<file path="src/rtl/mcp_ctrl_fsm.sv">
// ============================================================================
// Module   : mcp_ctrl_fsm
// Purpose  : Multicycle MIPS main control FSM; sequences fetch/decode/execute/
//            memory/writeback and drives every datapath enable and mux select.
// Revision : 1.0  initial release
// ============================================================================
`default_nettype none

module mcp_ctrl_fsm #(
  parameter bit MEM_WAIT_EN = 1'b1
) (
  input  logic       clk_i,
  input  logic       rst_i,
  input  logic [5:0] op_i6,
  input  logic       mem_ready_i,
  input  logic       zero_i,
  output logic [1:0] alt_ctrl_o2,
  output logic       funct_sel_o,
  output logic       alu_src_a_o,
  output logic [1:0] alu_src_b_o2,
  output logic [1:0] pc_src_o2,
  output logic       pc_en_o,
  output logic       iord_o,
  output logic       mem_write_o,
  output logic       ir_write_o,
  output logic       reg_dst_o,
  output logic       mem_to_reg_o,
  output logic       reg_write_o,
  output logic       illegal_o,
  output logic [3:0] state_o4
);

  typedef enum logic [3:0] {
    S_FETCH    = 4'd0,
    S_DECODE   = 4'd1,
    S_MEMADR   = 4'd2,
    S_MEMREAD  = 4'd3,
    S_MEMWB    = 4'd4,
    S_MEMWRITE = 4'd5,
    S_EXECUTE  = 4'd6,
    S_ALUWB    = 4'd7,
    S_BRANCH   = 4'd8,
    S_ADDIEX   = 4'd9,
    S_ADDIWB   = 4'd10,
    S_JUMP     = 4'd11
  } state_t;

  localparam logic [5:0] OP_RTYPE = 6'b000000;
  localparam logic [5:0] OP_LW    = 6'b100011;
  localparam logic [5:0] OP_SW    = 6'b101011;
  localparam logic [5:0] OP_BEQ   = 6'b000100;
  localparam logic [5:0] OP_ADDI  = 6'b001000;
  localparam logic [5:0] OP_J     = 6'b000010;

  state_t state_q;
  state_t state_d;
  logic   w_rdy;

  assign w_rdy    = MEM_WAIT_EN ? mem_ready_i : 1'b1;
  assign state_o4 = state_q;

  always_ff @(posedge clk_i) begin
    if (rst_i) state_q <= S_FETCH;
    else       state_q <= state_d;
  end

  always_comb begin
    state_d = S_FETCH;
    case (state_q)
      S_FETCH:    state_d = w_rdy ? S_DECODE : S_FETCH;
      S_DECODE: begin
        case (op_i6)
          OP_LW, OP_SW: state_d = S_MEMADR;
          OP_RTYPE:     state_d = S_EXECUTE;
          OP_BEQ:       state_d = S_BRANCH;
          OP_ADDI:      state_d = S_ADDIEX;
          OP_J:         state_d = S_JUMP;
          default:      state_d = S_FETCH;
        endcase
      end
      S_MEMADR: begin
        if (op_i6 == OP_LW)      state_d = S_MEMREAD;
        else if (op_i6 == OP_SW) state_d = S_MEMWRITE;
        else                     state_d = S_FETCH;
      end
      S_MEMREAD:  state_d = w_rdy ? S_MEMWB : S_MEMREAD;
      S_MEMWRITE: state_d = w_rdy ? S_FETCH : S_MEMWRITE;
      S_EXECUTE:  state_d = S_ALUWB;
      S_ADDIEX:   state_d = S_ADDIWB;
      default:    state_d = S_FETCH;
    endcase
  end

  always_comb begin
    alt_ctrl_o2  = 2'b00;
    funct_sel_o  = 1'b0;
    alu_src_a_o  = 1'b0;
    alu_src_b_o2 = 2'b00;
    pc_src_o2    = 2'b00;
    pc_en_o      = 1'b0;
    iord_o       = 1'b0;
    mem_write_o  = 1'b0;
    ir_write_o   = 1'b0;
    reg_dst_o    = 1'b0;
    mem_to_reg_o = 1'b0;
    reg_write_o  = 1'b0;
    illegal_o    = 1'b0;
    case (state_q)
      S_FETCH: begin
        alu_src_b_o2 = 2'b01;
        ir_write_o   = w_rdy;
        pc_en_o      = w_rdy;
      end
      S_DECODE: begin
        // ALU precomputes PC + (imm<<2) so BRANCH can take it from ALUOut.
        alu_src_b_o2 = 2'b11;
        case (op_i6)
          OP_LW, OP_SW, OP_RTYPE, OP_BEQ, OP_ADDI, OP_J: illegal_o = 1'b0;
          default:                                       illegal_o = 1'b1;
        endcase
      end
      S_MEMADR: begin
        alu_src_a_o  = 1'b1;
        alu_src_b_o2 = 2'b10;
      end
      S_MEMREAD:  iord_o = 1'b1;
      S_MEMWB: begin
        mem_to_reg_o = 1'b1;
        reg_write_o  = 1'b1;
      end
      S_MEMWRITE: begin
        iord_o      = 1'b1;
        mem_write_o = 1'b1;
      end
      S_EXECUTE: begin
        alu_src_a_o = 1'b1;
        funct_sel_o = 1'b1;
        alt_ctrl_o2 = 2'b10;
      end
      S_ALUWB: begin
        reg_dst_o   = 1'b1;
        reg_write_o = 1'b1;
      end
      S_BRANCH: begin
        alu_src_a_o = 1'b1;
        alt_ctrl_o2 = 2'b01;
        pc_src_o2   = 2'b01;
        pc_en_o     = zero_i;
      end
      S_ADDIEX: begin
        alu_src_a_o  = 1'b1;
        alu_src_b_o2 = 2'b10;
      end
      S_ADDIWB:   reg_write_o = 1'b1;
      S_JUMP: begin
        pc_src_o2 = 2'b10;
        pc_en_o   = 1'b1;
      end
      default: ;
    endcase
    // Reset suppresses every side effect so an abandoned instruction leaves no trace.
    if (rst_i) begin
      pc_en_o     = 1'b0;
      ir_write_o  = 1'b0;
      mem_write_o = 1'b0;
      reg_write_o = 1'b0;
      illegal_o   = 1'b0;
    end
  end

endmodule

`default_nettype wire

</file>
<file path="config.mk">
export PLATFORM = sky130hd
export DESIGN_NAME = mcp_ctrl_fsm
export DESIGN_NICKNAME = d
export VERILOG_FILES = /design/src/rtl/mcp_ctrl_fsm.sv
export SDC_FILE = /design/constraint.sdc
export NUM_CORES = 1
export LEC_CHECK = 0
export BUFFER_PORTS_ARGS = -buffer_cell sky130_fd_sc_hd__buf_2
export CORE_AREA = 3 3 40 42
export CTS_CLUSTER_DIAMETER = 60
export DETAILED_ROUTE_END_ITERATION = 7
export DIE_AREA = 0 0 43 45
export GPL_TIMING_DRIVEN = 1
export PLACE_DENSITY = 0.74
export SLEW_MARGIN = 20
export SYNTH_ARGS = -nofsm -noshare
export SYNTH_HDL_FRONTEND = slang
export SYNTH_SLANG_ARGS = --single-unit
</file>
<file path="constraint.sdc">
create_clock -name clk_i -period 2.5 [get_ports clk_i]
set_input_delay 0.5 -clock clk_i [delete_from_list [all_inputs] [get_ports clk_i]]
set_output_delay 0.5 -clock clk_i [all_outputs]
set_load 0.05 [all_outputs]
</file>
---- After elaboration in Yosys (flattened, before gate mapping) ----
Cells that the tools add are included.
cells by class
  mux-type cells .......................... 26
  reduce and logical (&&, ||, !) cells .... 8
  equal/unequal tests ..................... 16
operators by type and width
  operator                                       count
  case mux 4 bit (7 select lines)                1
  case mux 4 bit (5 select lines)                1
  == test 4 x 3 -> 1 bit, second input constant  4
  == test 4 bit, second input constant           4
  2-to-1 mux 1 bit                               16
  == test 6 bit, second input constant           2
  2-to-1 mux 3 bit                               4
  == test 4 x 2 -> 1 bit, second input constant  2
  case mux 2 bit (2 select lines)                2
  == test 6 x 2 -> 1 bit, second input constant  1
  == test 6 x 3 -> 1 bit, second input constant  1
  == test 6 x 4 -> 1 bit, second input constant  1
  logical NOT 6 bit                              1
  case mux 2 bit (3 select lines)                1
  OR reduction 2 bit                             3
  OR reduction 6 bit                             1
  == test 4 x 1 -> 1 bit, second input constant  1
  logical NOT 4 bit                              1
  OR reduction 4 bit                             1
  case mux 1 bit (3 select lines)                1
  OR reduction 3 bit                             1
word-level totals
  output and inout bits ................... 20
  bits of input ports ..................... 10
  bits in registers ....................... 4
  logic and storage cells ................. 51

---- Depth between registers and ports, before layout ----
Gate-level depths: netlist of run 1.
  word-level depth ........................ 5
  gate-level depth with buffers ........... 5
  depth with buffers taken out ............ 4

---- Worst setup path before layout of run 1 ----
Ideal clock, no wire load.
  path kind ............................... register to output
  from .................................... reg state_q[3] (netlist: state_o4[3])
  to ...................................... out pc_en_o
  data arrival time ....................... 3173 ps
  required time ........................... 2000 ps
  setup slack ............................. -1173 ps
  stages on the path, launching flop included .. 5
  buffers on the path ..................... 0
  cells stage by stage .................... dfxtp_1 > nand2b_1 > nor3_1 > a21oi_1 > a21oi_1
between the ends
  word-level cells in the longest chain between the ends .. 3
  elaborated cells between the ends (all ways) .. 5
RTL lines
  item                                                       RTL line  source
  start: declaration                                         55        state_t state_q;
  start signal: assignment                                   64        else state_q <= state_d;
  == test 4 bit / logical NOT 4 bit (equally long branches)  108       case (state_q)
  case mux 1 bit (3 select lines) *                          108
  2-to-1 mux 1 bit *                                         162       if (rst_i) begin
  end: declaration                                           22        output logic pc_en_o,
Mark *: on every way between the ends. The rest lies on a longest branch, timed or not.

---- Final worst setup path of run 1 ----
  from .................................... reg state_q[0] (netlist: state_o4[0])
  to ...................................... out illegal_o
between the ends
  word-level cells in the longest chain between the ends .. 3
RTL lines
  item                    RTL line  source
  == test 4 x 1 -> 1 bit  108
  2-to-1 mux 1 bit        108
  2-to-1 mux 1 bit        162
  end: declaration        29        output logic illegal_o,
Every way passes these cells.

==> reports/metrics.cfg, run 1 <==
[setup_path]
required_ns = 2.00
timing.critical_path.arrival_ns = 1.65
setup_crit_start_kind = flip-flop
critical_path_peak_fanout = 12
endpoint_kind = primary output
criticalPathCategory = flip-flop to primary output

[timing]
report.final.setup_viol = 0
timing.fmax_ghz = 0.4645
setup_ws_ns = 0.3470
min_period_ns = 2.153
worstMarginPinSlew_ns = 0.3992
worst_hold_slack_ns = 0.5958
slew_violations = 0
final_min_period_over_clock_period_pct = 86.12
fin_skew_ns = 0.003264
timing.final.hold_violations = 0
grt_setup_unrepaired = false
worst_slew_margin_rel_pct = 72.70

[layout]
area_growth_pct = 35.01
largest_register_ffs = 4
finalNetCount = 112
diodes = 0
drive_gt1_share_pct = 47.00
most-common-layout-cells = 29 x buf_2, 9 x a21oi_1, 5 x nor2_1
most_common_cell_after_layout_fill_and_taps_aside = buf_2
finish.cell_count_without_fillers = 115

[cts]
cts-buffers-inserted = 3
cts_sinks = 4
insertion_delay_ns = 0.23
cts.reportedPaths.clkPinSlew_ns = 0.04
post-cts-setup-buffers = 0
root_buffer = clkbuf_4
cts.htree.levels = 1
hold_buffers = 0
cts_resized = 0
clock_tree.buffer_depth = 2
tritoncts_clock_tree = done

[die]
floorplan.initialDensity_pct = 40.60
pin_count = 30
chipWidth_um = 43
die_area_mm2 = 0.001935
rows = 13
core_mm2 = 0.001285
floorplan.die.height_um = 45

[logic_synthesis]
ys_seq_area_share_pct = 15.35
ys.flop_type = dfxtp_1
synth_edf_count = 0
synth_nets = 84
synth-warning-count = 0
synth.cell_area_um2 = 521.8
syn_inst = 74
postSynthAreaPerCell_um2 = 7.051
ys_types = 33
postSynthRegisterBits = 4
postSynth.asyncResetShare_pct = 0

[placed_design]
place_hpwl_um = 1106
dp_cells = 112
preCtsSetupSlack_ns = 0.4773
gp_congestion = 0.8381
buffer_ports.inserted = 29

[worst_hold_path]
hold_path_class = input port to flip-flop

[route]
via_count = 630
drcViolationCount = 0
first_pass_iters = 4
drt_iter0_drc = 7
drt-total-wl_um = 1389
detail-route-antenna-nets = 0
detail_route.vias_per_cell = 5.478
wire_per_inst_um = 12.08

[grt]
grt_start_max_net_pins = 18
overflow = 0
vias_in_the_first_global_route = 532
groute.usage.overall_pct = 15.08
grt_antenna_before_repair = 0
grt_pass1_wl_um = 2325

[power]
power-per-cell-area_mw_per_mm2 = 302.3
leakage_nw = 0.2790
p_total_mw = 0.2129
irDropWorstVdd_v = 0.0004203

[outcome]
result_of_the_run = completed

[run]
maxCapViolCount = 0

## where the power goes
| part | switching [mW] | internal [mW] | leakage, nW |
|---|---|---|---|
| Sequential | 0.00453 | 0.0655 | 0.0335 |
| Clock | 0.0224 | 0.0534 | 0.0138 |
| Combinational | 0.0467 | 0.0204 | 0.232 |
| Total | 0.0736 | 0.139 | 0.279 |
## synthesized netlist by cell type (2+ instances only)
cell      instances  area share, %
nand2b_1          4            4.8
o21ai_0           3            2.9
nand3b_1          2            2.9
buf_4             3            4.3
inv_1             2            1.4
dfxtp_1           4             15
nor3_1            7            6.7
xor2_1            2            3.4
nor4_1            2            2.4
a21oi_1          10            9.6
nor2_1            8            5.8
nand3_1           4            3.8
nand2_1           3            2.2
## critical path, stage by stage, from the launching register on
cell and delay, ns:
dfxtp_1 0.57, nand2b_1 0.27, nor2_1 0.13, and4_1 0.19
buf_2 0.26
## logic make-up (layout without fill, tap and decap cells)
| family | count (synthesis) | count (layout) | synth area share, % |
|---|---|---|---|
| buffers and inverters | 8 | 34 | 9.830 |
| AOI/OAI and AO/OA | 22 | 22 | 28.06 |
| xor gates and xnor gates | 3 | 3 | 5.037 |
| muxes | 1 | 1 | 1.919 |
| and+or+nand+nor | 36 | 36 | 39.81 |
| DFF | 4 | 4 | 15.35 |
## worst paths after layout
kind | end | cells past startpoint | slack, ns | startpoint
worst max register to register | state_o4[0]$_SDFF_PP0_ | 4 | 0.77 | state_o4[0]$_SDFF_PP0_
worst min-delay path | state_o4[3]$_SDFF_PP0_ | 2 | 0.60 | rst_i
worst max-delay path | illegal_o | 4 | 0.35 | state_o4[0]$_SDFF_PP0_
worst min register to register | state_o4[3]$_SDFF_PP0_ | 2 | 0.63 | state_o4[3]$_SDFF_PP0_
## layout make-up
cell class,count,area (µm²)
fillers,131,580.6
multi-input cells,62,427.9
repair buffers,29,145.1
flip-flops and latches,4,82.58
clock buffers,3,22.52
well taps,15,18.77
inverters,2,7.507
## metrics by stage
step,cell area (µm²),utilization (%),TNS [ns]
3_5_place_dp,681.9,53.07,0
5_1_grt,704.4,54.82,0
6_report,704.4,54.82,0
3_3_place_gp,681.9,53.07,0
2_1_floorplan,561.8,-,-0.3479
4_1_cts,704.4,54.82,0
## per-layer routing
| metal | part of all wire [%] | up-vias | GRT usage [%] |
|---|---|---|---|
| li1 | - | 327 | - |
| met1 | 48 | 282 | 23.67 |
| met2 | 44 | 21 | 21.86 |
| met3 | 8.0 | 0 | 3.984 |
| met4 | 0 | 0 | 0 |
| met5 | 0 | - | 0 |
No activity file was read; power rests on OpenSTA's default activity.
==> run 2: changes to the inputs <==
==> constraint.sdc (replaced) <==
create_clock -name clk_i -period 2.5 [get_ports clk_i]
set_input_delay 0.5 -clock clk_i [delete_from_list [all_inputs] [get_ports clk_i]]
set_output_delay 0.5 -clock clk_i [all_outputs]
set_load 0.01 [all_outputs]
==> run 2 against run 1 <==
  * Core utilization shrank 2.5 points
  * Design area shrank 4.6%
  * Critical endpoint is now pc_en_o
  * Critical path depth grew 1
  * Worst hold slack lost 0.029 ns
  * Clock power grew 4.6%
  * Via count grew 0.32%
  * Power shrank 7.4%
  * Wire length grew 3.1%
  * Sequential share of layout area grew 0.20 points
  * Cell count grew 0.87%
  * Die area is the same
  * Critical path type unchanged
  * Sequential power shrank 1%
==> reports/metrics.cfg, run 2 (synthesized netlist as in run 1, its figures left out) <==
[grt]
grt_antenna_before_repair = 0
grt.met2_usage_pct = 25.15
use_met3_pct = 2.390
grtUsageMet1_pct = 20.24
grt_start_max_net_pins = 13
grt_most_used_layer = met2
grt_pass1_wl_um = 2283
vias_in_the_first_global_route = 523
overflow = 0
groute.usage.overall_pct = 15.24

[timing]
timing.final.hold_violations = 0
worst_slew_margin_rel_pct = 73.73
worst_hold_slack_ns = 0.5671
grt_setup_unrepaired = false
fin_tns_setup_ns = 0
timing.fmax_ghz = 0.4848
fin_skew_ns = 0.0008064
final_min_period_over_clock_period_pct = 82.50
slew_violations = 0
min_period_ns = 2.063
report.final.setup_viol = 0
worstMarginPinSlew_ns = 0.3886

[setup_path]
worst_flop_to_flop_path_startpoint = state_o4[0]$_SDFF_PP0_
required_ns = 2.00
crit_slowest_cell = dfxtp_1
max_stage_delay_ns = 0.48
endpoint_kind = primary output
setup_crit_start_kind = flip-flop
worstRegToRegCells = 4
worstPathCellList = nand2b_1 -> nor3_1 -> a21oi_1 -> a21oi_1 -> buf_2
ff2ff_setup_slack_ns = 0.84
critical_path_peak_fanout = 9
timing.critical_path.arrival_ns = 1.56
path_common_cell = a21oi_1
regToRegEndpoint = state_o4[0]$_SDFF_PP0_
criticalPathCategory = flip-flop to primary output

[route]
detail_route.vias_per_cell = 5.448
via_count = 632
detail-route-antenna-nets = 0
wire_per_inst_um = 12.34
first_pass_iters = 4
drcViolationCount = 0
drt_iter0_drc = 10
drt-total-wl_um = 1432

[layout]
most-common-layout-cells = 29 x buf_2, 10 x a21oi_1, 8 x nor2_1
multiInputGateArea_um2 = 390.4
drive_gt1_share_pct = 37.62
finish.utilization_pct = 52.29
fill_cells = 135
diodes = 0
area_growth_pct = 28.78
finalNetCount = 113
sequential_cell_area_um2 = 80.08
largest_register_ffs = 4
most_common_cell_after_layout_fill_and_taps_aside = buf_2

[power]
leakage_nw = 0.2786
irDropWorstVdd_v = 0.0001792
power.internal_mw = 0.1392
p_switching_mw = 0.05786
power.share.sequential_pct = 35.1
p_total_mw = 0.1971
clock_power_share_pct = 40.2
power-per-cell-area_mw_per_mm2 = 293.3
power.combinational.fraction_pct = 24.6
power_switching_share_pct = 29.36

[cts]
cts_sinks = 4
insertion_delay_ns = 0.23
cts.reportedPaths.clkPinSlew_ns = 0.04
clock_tree.buffer_depth = 2
post-cts-setup-buffers = 0
root_buffer = clkbuf_4
tritoncts_clock_tree = done
cts_resized = 0
cts.htree.levels = 1
hold_buffers = 0
cts-buffers-inserted = 3

[placed_design]
place_hpwl_um = 1097
buffer_ports.inserted = 29
gp_congestion = 0.7362

[worst_hold_path]
hold-path-endpoint = state_o4[3]$_SDFF_PP0_
worstHoldPathCells = 2
hold_path.startpoint = rst_i
hold_path_class = input port to flip-flop

[die]
die_area_mm2 = 0.001935
floorplan.die.height_um = 45
chipWidth_um = 43
pin_count = 30
floorplan.initialDensity_pct = 40.60
rows = 13
core_mm2 = 0.001285

[outcome]
result_of_the_run = completed

[run]
maxCapViolCount = 0

[run 2: changes by cell type in the layout (fill, tap and decap cells not counted), sizes merged]
cell,previous run,this run
buf,29,30
[run 2: power groups by stage]
stage,combinational (mW),clock [mW],sequential [mW]
2_1_floorplan,0.0297,0,0.0682
3_3_place_gp,0.0474,0,0.0701
3_5_place_dp,0.0481,0,0.0701
4_1_cts,0.0484,0.0849,0.0691
5_1_grt,0.0539,0.0875,0.0696
6_report,0.0486,0.0793,0.0692
[run 2: how the worst max path moves through the flow]
stage                      startpoint         to  cells after the start
2_1_floorplan  state_o4[2]$_SDFF_PP0_    pc_en_o                      5
3_3_place_gp                 op_i6[3]  illegal_o                      5
6_report       state_o4[3]$_SDFF_PP0_    pc_en_o                      5
4_1_cts        state_o4[2]$_SDFF_PP0_    pc_en_o                      5
3_5_place_dp                 op_i6[3]  illegal_o                      5
5_1_grt        state_o4[3]$_SDFF_PP0_    pc_en_o                      5
[run 2: layer usage]
metal	vias to the layer above	share of wire (%)
met5	-	0
li1	328	-
met4	0	0
met2	21	46
met1	283	47
met3	0	6.6
[run 2: worst max-delay path, delay by kind of cell, from the launching register on]
family,cells,cell delay (ns)
buf+inv,1,0.14
simple gates,2,0.46
flops,1,0.48
compound gates,2,0.25
[run 2: per-stage QoR]
stage	cell area [µm²]	setup WS, ns	instances
final	671.9	0.4374	116
after floorplan	521.8	0.5475	74
after global routing	671.9	0.2322	116
after CTS	671.9	0.4252	116
after global placement	649.4	0.5735	113
after detailed placement	649.4	0.5725	113
[run 2: cell type report]
cell class | instances | area share [%]
multi-input combinational | 62 | 58.10
inverter | 2 | 1.117
clock buffer | 3 | 3.352
tap | 15 | 2.793
timing repair buffer | 30 | 22.72
sequential | 4 | 11.92
